## src/rtl/imm_gen_pipe.sv

```systemverilog
// RISC-V immediate generator: combinational decode of the offered word feeding a
// 2-entry result FIFO (head/tail registers) with a saturating illegal-opcode counter.
module imm_gen_pipe #(
  parameter int unsigned XLEN  = 32,
  parameter int unsigned TAG_W = 5
) (
  input  logic             clk,
  input  logic             rst_n,
  input  logic             in_valid,
  output logic             in_ready,
  input  logic [31:0]      in_instr,
  input  logic [TAG_W-1:0] in_tag,
  output logic             out_valid,
  input  logic             out_ready,
  output logic [XLEN-1:0]  out_imm,
  output logic [2:0]       out_fmt,
  output logic             out_illegal,
  output logic [TAG_W-1:0] out_tag,
  output logic [7:0]       illegal_cnt
);

  localparam int unsigned CNT_W   = 2;
  localparam int unsigned DEPTH   = 2;
  localparam int unsigned ICNT_W  = 8;
  localparam bit          IS_RV64 = (XLEN == 64);

  localparam logic [6:0] OP_LOAD   = 7'b0000011;
  localparam logic [6:0] OP_IMM    = 7'b0010011;
  localparam logic [6:0] OP_JALR   = 7'b1100111;
  localparam logic [6:0] OP_IMM32  = 7'b0011011;
  localparam logic [6:0] OP_STORE  = 7'b0100011;
  localparam logic [6:0] OP_BRANCH = 7'b1100011;
  localparam logic [6:0] OP_LUI    = 7'b0110111;
  localparam logic [6:0] OP_AUIPC  = 7'b0010111;
  localparam logic [6:0] OP_JAL    = 7'b1101111;
  localparam logic [6:0] OP_REG    = 7'b0110011;
  localparam logic [6:0] OP_REG32  = 7'b0111011;

  typedef enum logic [2:0] {
    FMT_R   = 3'd0,
    FMT_I   = 3'd1,
    FMT_S   = 3'd2,
    FMT_B   = 3'd3,
    FMT_U   = 3'd4,
    FMT_J   = 3'd5,
    FMT_ILL = 3'd7
  } fmt_e;

  typedef struct packed {
    logic [XLEN-1:0]  imm;
    logic [2:0]       fmt;
    logic             illegal;
    logic [TAG_W-1:0] tag;
  } res_t;

  logic [6:0]       w_opcode;
  fmt_e             w_fmt;
  logic [31:0]      w_imm32;
  res_t             w_dec;
  logic             w_push;
  logic             w_pop;
  logic [CNT_W-1:0] w_count_nxt;

  res_t              r_head;
  res_t              r_tail;
  logic [CNT_W-1:0]  r_count;
  logic              r_in_ready;
  logic              r_out_valid;
  logic [ICNT_W-1:0] r_illegal_cnt;

  assign w_opcode = in_instr[6:0];

  // Immediate decode; every 32-bit immediate is sign-extended from instr[31].
  always_comb begin
    w_fmt   = FMT_ILL;
    w_imm32 = 32'd0;
    case (w_opcode)
      OP_LOAD, OP_IMM, OP_JALR: begin
        w_fmt   = FMT_I;
        w_imm32 = {{20{in_instr[31]}}, in_instr[31:20]};
      end
      OP_IMM32: begin
        if (IS_RV64) begin
          w_fmt   = FMT_I;
          w_imm32 = {{20{in_instr[31]}}, in_instr[31:20]};
        end
      end
      OP_STORE: begin
        w_fmt   = FMT_S;
        w_imm32 = {{20{in_instr[31]}}, in_instr[31:25], in_instr[11:7]};
      end
      OP_BRANCH: begin
        w_fmt   = FMT_B;
        w_imm32 = {{19{in_instr[31]}}, in_instr[31], in_instr[7],
                   in_instr[30:25], in_instr[11:8], 1'b0};
      end
      OP_LUI, OP_AUIPC: begin
        w_fmt   = FMT_U;
        w_imm32 = {in_instr[31:12], 12'd0};
      end
      OP_JAL: begin
        w_fmt   = FMT_J;
        w_imm32 = {{11{in_instr[31]}}, in_instr[31], in_instr[19:12],
                   in_instr[20], in_instr[30:21], 1'b0};
      end
      OP_REG: w_fmt = FMT_R;
      OP_REG32: begin
        if (IS_RV64) w_fmt = FMT_R;
      end
      default: w_fmt = FMT_ILL;
    endcase
  end

  always_comb begin
    w_dec         = '0;
    w_dec.imm     = XLEN'($signed(w_imm32));
    w_dec.fmt     = w_fmt;
    w_dec.illegal = (w_fmt == FMT_ILL);
    w_dec.tag     = in_tag;
  end

  assign w_push      = in_valid && r_in_ready;
  assign w_pop       = r_out_valid && out_ready;
  assign w_count_nxt = r_count + CNT_W'(w_push) - CNT_W'(w_pop);

  // Head register drives out_*; tail only holds the second entry when full.
  always_ff @(posedge clk) begin
    if (!rst_n) begin
      r_head        <= '0;
      r_tail        <= '0;
      r_count       <= '0;
      r_in_ready    <= 1'b0;
      r_out_valid   <= 1'b0;
      r_illegal_cnt <= '0;
    end else begin
      r_count     <= w_count_nxt;
      r_in_ready  <= (w_count_nxt < CNT_W'(DEPTH));
      r_out_valid <= (w_count_nxt != '0);
      if (w_push && ((r_count == CNT_W'(0)) || ((r_count == CNT_W'(1)) && w_pop))) begin
        r_head <= w_dec;
      end else if (w_pop && (r_count == CNT_W'(2))) begin
        r_head <= r_tail;
      end
      if (w_push && (r_count == CNT_W'(1)) && !w_pop) begin
        r_tail <= w_dec;
      end
      if (w_push && w_dec.illegal && (r_illegal_cnt != {ICNT_W{1'b1}})) begin
        r_illegal_cnt <= r_illegal_cnt + ICNT_W'(1);
      end
    end
  end

  assign in_ready    = r_in_ready;
  assign out_valid   = r_out_valid;
  assign out_imm     = r_head.imm;
  assign out_fmt     = r_head.fmt;
  assign out_illegal = r_head.illegal;
  assign out_tag     = r_head.tag;
  assign illegal_cnt = r_illegal_cnt;

endmodule

```

## config.mk

```make
export PLATFORM = sky130hd
export DESIGN_NAME = imm_gen_pipe
export DESIGN_NICKNAME = d
export VERILOG_FILES = /design/src/rtl/imm_gen_pipe.sv
export SDC_FILE = /design/constraint.sdc
export NUM_CORES = 1
export LEC_CHECK = 0
export CAP_MARGIN = 10
export CORE_MARGIN = 2
export CORE_UTILIZATION = 40
export DETAILED_ROUTE_END_ITERATION = 8
export GPL_ROUTABILITY_DRIVEN = 1
export PLACE_DENSITY = 0.71
export SYNTH_ARGS = -nofsm -noshare
export SYNTH_HDL_FRONTEND = slang
export SYNTH_SLANG_ARGS = --single-unit
```

## constraint.sdc

```tcl
create_clock -name clk -period 2.2 [get_ports clk]
set_clock_uncertainty 0.1 [all_clocks]
set_input_delay 0.33 -clock clk [delete_from_list [all_inputs] [get_ports clk]]
set_output_delay 0.33 -clock clk [all_outputs]
set_load 0.05 [all_outputs]
```

==> results_dict.tcl, run 1 <==
set metrics [dict create \
    status "complete, no violations" \
    crit_type "reg -> out" \
    area_growth_pct 38.3 \
    io_buffers 91 \
    yosysUniqueCellTypes 46 \
    clk_latency_ns 0.37 \
    drt_iter0_markers 197 \
    detail_route.wl_per_cell_um 16.3 \
    critical_path.max_stage_delay_ns 0.85 \
    cts.htree.levels 3 \
    via_per_inst 5.46 \
    register_area_um2 1880 \
    nNetsFinal 605 \
    vias 3818 \
    worstPathRequired_ns 1.77 \
    grt_max_degree 29 \
    ant_nets 0 \
    critPathArrivalTime_ns 1.65 \
    numCtsBuffers 9 \
    place_area_um2 5350 \
    p_total_mw 5.53 \
    rsz0062_at_grt "no" \
    crit_family "buffers and inverters" \
    startpoint_type "register" \
    drt_pass1_iterations 5 \
    hold_depth 2 \
    grt_overflow 0 \
    hold_slack_ns 0.359 \
    pre_cts_slack_ns -0.279 \
    grt_pass1_vias 3777 \
    tritoncts "done" \
    rows 36 \
    worstHoldPathType "reg -> reg" \
    multi_input_area_um2 1960 \
    core_area_um2 9730 \
    synth_edf_count 0 \
    max_cap_violations 0 \
    synth_cells 447 \
    dieArea_um2 10800 \
    synth_top_area_share 0.470 \
    p_leak_nw 2.03 \
    fin_cells 699 \
    final_common_cell "dfxtp_1" \
    reg2reg_from "illegal_cnt[0]" \
    boundaryPins 92 \
    layout_common_cells "94 x dfxtp_1, 91 x clkdlybuf4s50_1, 60 x nand2_1, 51 x a21oi_1, 40 x buf_4" \
    path_clk_slew_ns 0.10 \
    hold_viol 0 \
    dp.cells 683 \
    ys_ff_latch 94 \
    worstSetupEndpointType "output port" \
    diodes 0 \
    r2r_cells 6 \
    drive_gt1_frac 0.127 \
    start_util 0.412 \
    finalWorstSetupSlack_ns 0.115 \
    min_from "out_tag[3]" \
    grt_pass1_wl_um 18400 \
    synth_warnings 0 \
    powerDensity_nw_per_um2 999 \
    fmax_mhz 480 \
    period_share 0.948 \
    cp_cell_sequence "clkdlybuf4s50_1" \
    max_slew.worst_pin.slew_ns 0.627 \
    min_to "out_tag[3]" \
    die_w_um 104 \
    track_usage 0.208 \
    antenna_found_initial 0 \
    synth_fp_nets 491 \
    fin_crit_ns 2.08 \
    timing.rr.end "illegal_cnt[5]" \
    max_slew_margin 0.582 \
    dp.final_hpwl_um 8010 \
    clk_path_buf_depth 2 \
    synth_area_per_cell_um2 8.96 \
    reg2reg_slack_ns 0.21 \
    final_area_um2 5540 \
    ys_top_cells_by_area "dfxtp_1 47%, mux2i_1 7.0%, a21oi_1 6.5%, nand2_1 5.6%, a221oi_1 4.8%" \
    root_buffer "clkbuf_8" \
    postCtsSetupBuffers 0 \
    synth_largest_area_cell "dfxtp_1" \
    netlist_area_um2 4010 \
    yosysSeqAreaShare 0.470 \
    setup_violations 0 \
    cp.buffers_inverters 1 \
    drcViolationCount 0 \
    final_max_slew_viol_count 0 \
    drt_wl_total_um 11400 \
    die_y_um 104 \
    ys.flop_type "dfxtp_1" \
    async_flop_share 0 \
    finalSetupTns_ns 0 \
    path_max_fanout 7 \
    cp_slowest_cell "clkdlybuf4s50_1" \
    fillCellCount 888 \
    utilization 0.569 \
    gp_congestion 0.823 \
    vdd_drop_max_uv 404 \
    clock-sinks 94 \
]
[registers in the layout, indices dropped and copies added, names as in the netlist]
register	cells
illegal_cnt	8
out_fmt	3
out_illegal	1
r_tail	41
out_valid	1
r_count	2
out_tag	5
in_ready	1
out_imm	32
[kinds of logic after synthesis]
logic type / synth area share
AO/OA/AOI/OAI: 0.246
XOR/XNOR: 0.00437
adder cells (fa/ha/maj): 0.00937
buffers and inverters: 0.0450
flip-flops: 0.470
multiplexers: 0.0700
AND/OR/NAND/NOR: 0.155
[synthesized netlist by cell type, types with 4 or more instances]
cell / number
a211oi_1: 6
nor2_1: 15
and2_1: 4
o2bb2ai_1: 6
mux2i_1: 28
a32o_1: 6
dfxtp_1: 94
nor3_1: 9
o31ai_1: 5
clkbuf_1: 24
inv_1: 7
o21ai_0: 32
a22oi_1: 9
buf_2: 6
nand2_1: 60
a311oi_1: 4
a221oi_1: 22
a21oi_1: 52
nand3_1: 12
[worst min-delay path, cell delays in order (launching register included)]
cell and delay (ns):
dfxtp_1 0.32, nand2_1 0.05, a21oi_1 0.05
[routing by layer]
| metal | vias up | track usage | part of all wire |
|---|---|---|---|
| met2 | 108 | 0.340 | 0.48 |
| met1 | 1813 | 0.270 | 0.45 |
| met5 | - | 0 | 0 |
| met4 | 0 | 0.0666 | 0.016 |
| li1 | 1883 | - | - |
| met3 | 14 | 0.0514 | 0.057 |
[worst max-delay path by stage]
stage / start / end / slack (ns) / depth (start not counted)
floorplan: out_valid / out_valid / 0.05 / 9
global placement: in_instr[2] / r_tail[34] / -0.20 / 6
detailed placement: in_instr[3] / r_tail[37] / -0.28 / 6
CTS: in_instr[3] / r_tail[30] / 0.04 / 6
global route: illegal_cnt[4] / illegal_cnt[4] / 0.08 / 1
finish: illegal_cnt[4] / illegal_cnt[4] / 0.12 / 1
[cell type report]
type                    instances  area share
repair buffers                136       0.237
inverters                       7     0.00474
clock inverters                 6     0.00949
clock buffers                  10      0.0248
flip-flops and latches         94       0.340
multi-input cells             313       0.354
well taps                     133      0.0300
[repair_timing]
action | 4_1_cts | 5_1_grt
endpoints found under the setup margin | 0 | 11
hold buffers | 0 | 0
resized for setup | 0 | 1
hold endpoints to repair | 0 | 0
[power breakdown]
group	switching (mW)	internal (mW)	leakage (nW)
sequential	0.191	2.00	0.764
combinational	1.38	0.838	1.17
clock	0.664	0.460	0.0914
(Power assumes the default switching activity.)
==> run 2, diff against run 1 <==
- HOLD_SLACK_MARGIN: unset -> 0.02
- SLEW_MARGIN: unset -> 20
==> results of run 2 <==
Same layout as run 1: the final DEF is identical, and so are final timing and power.
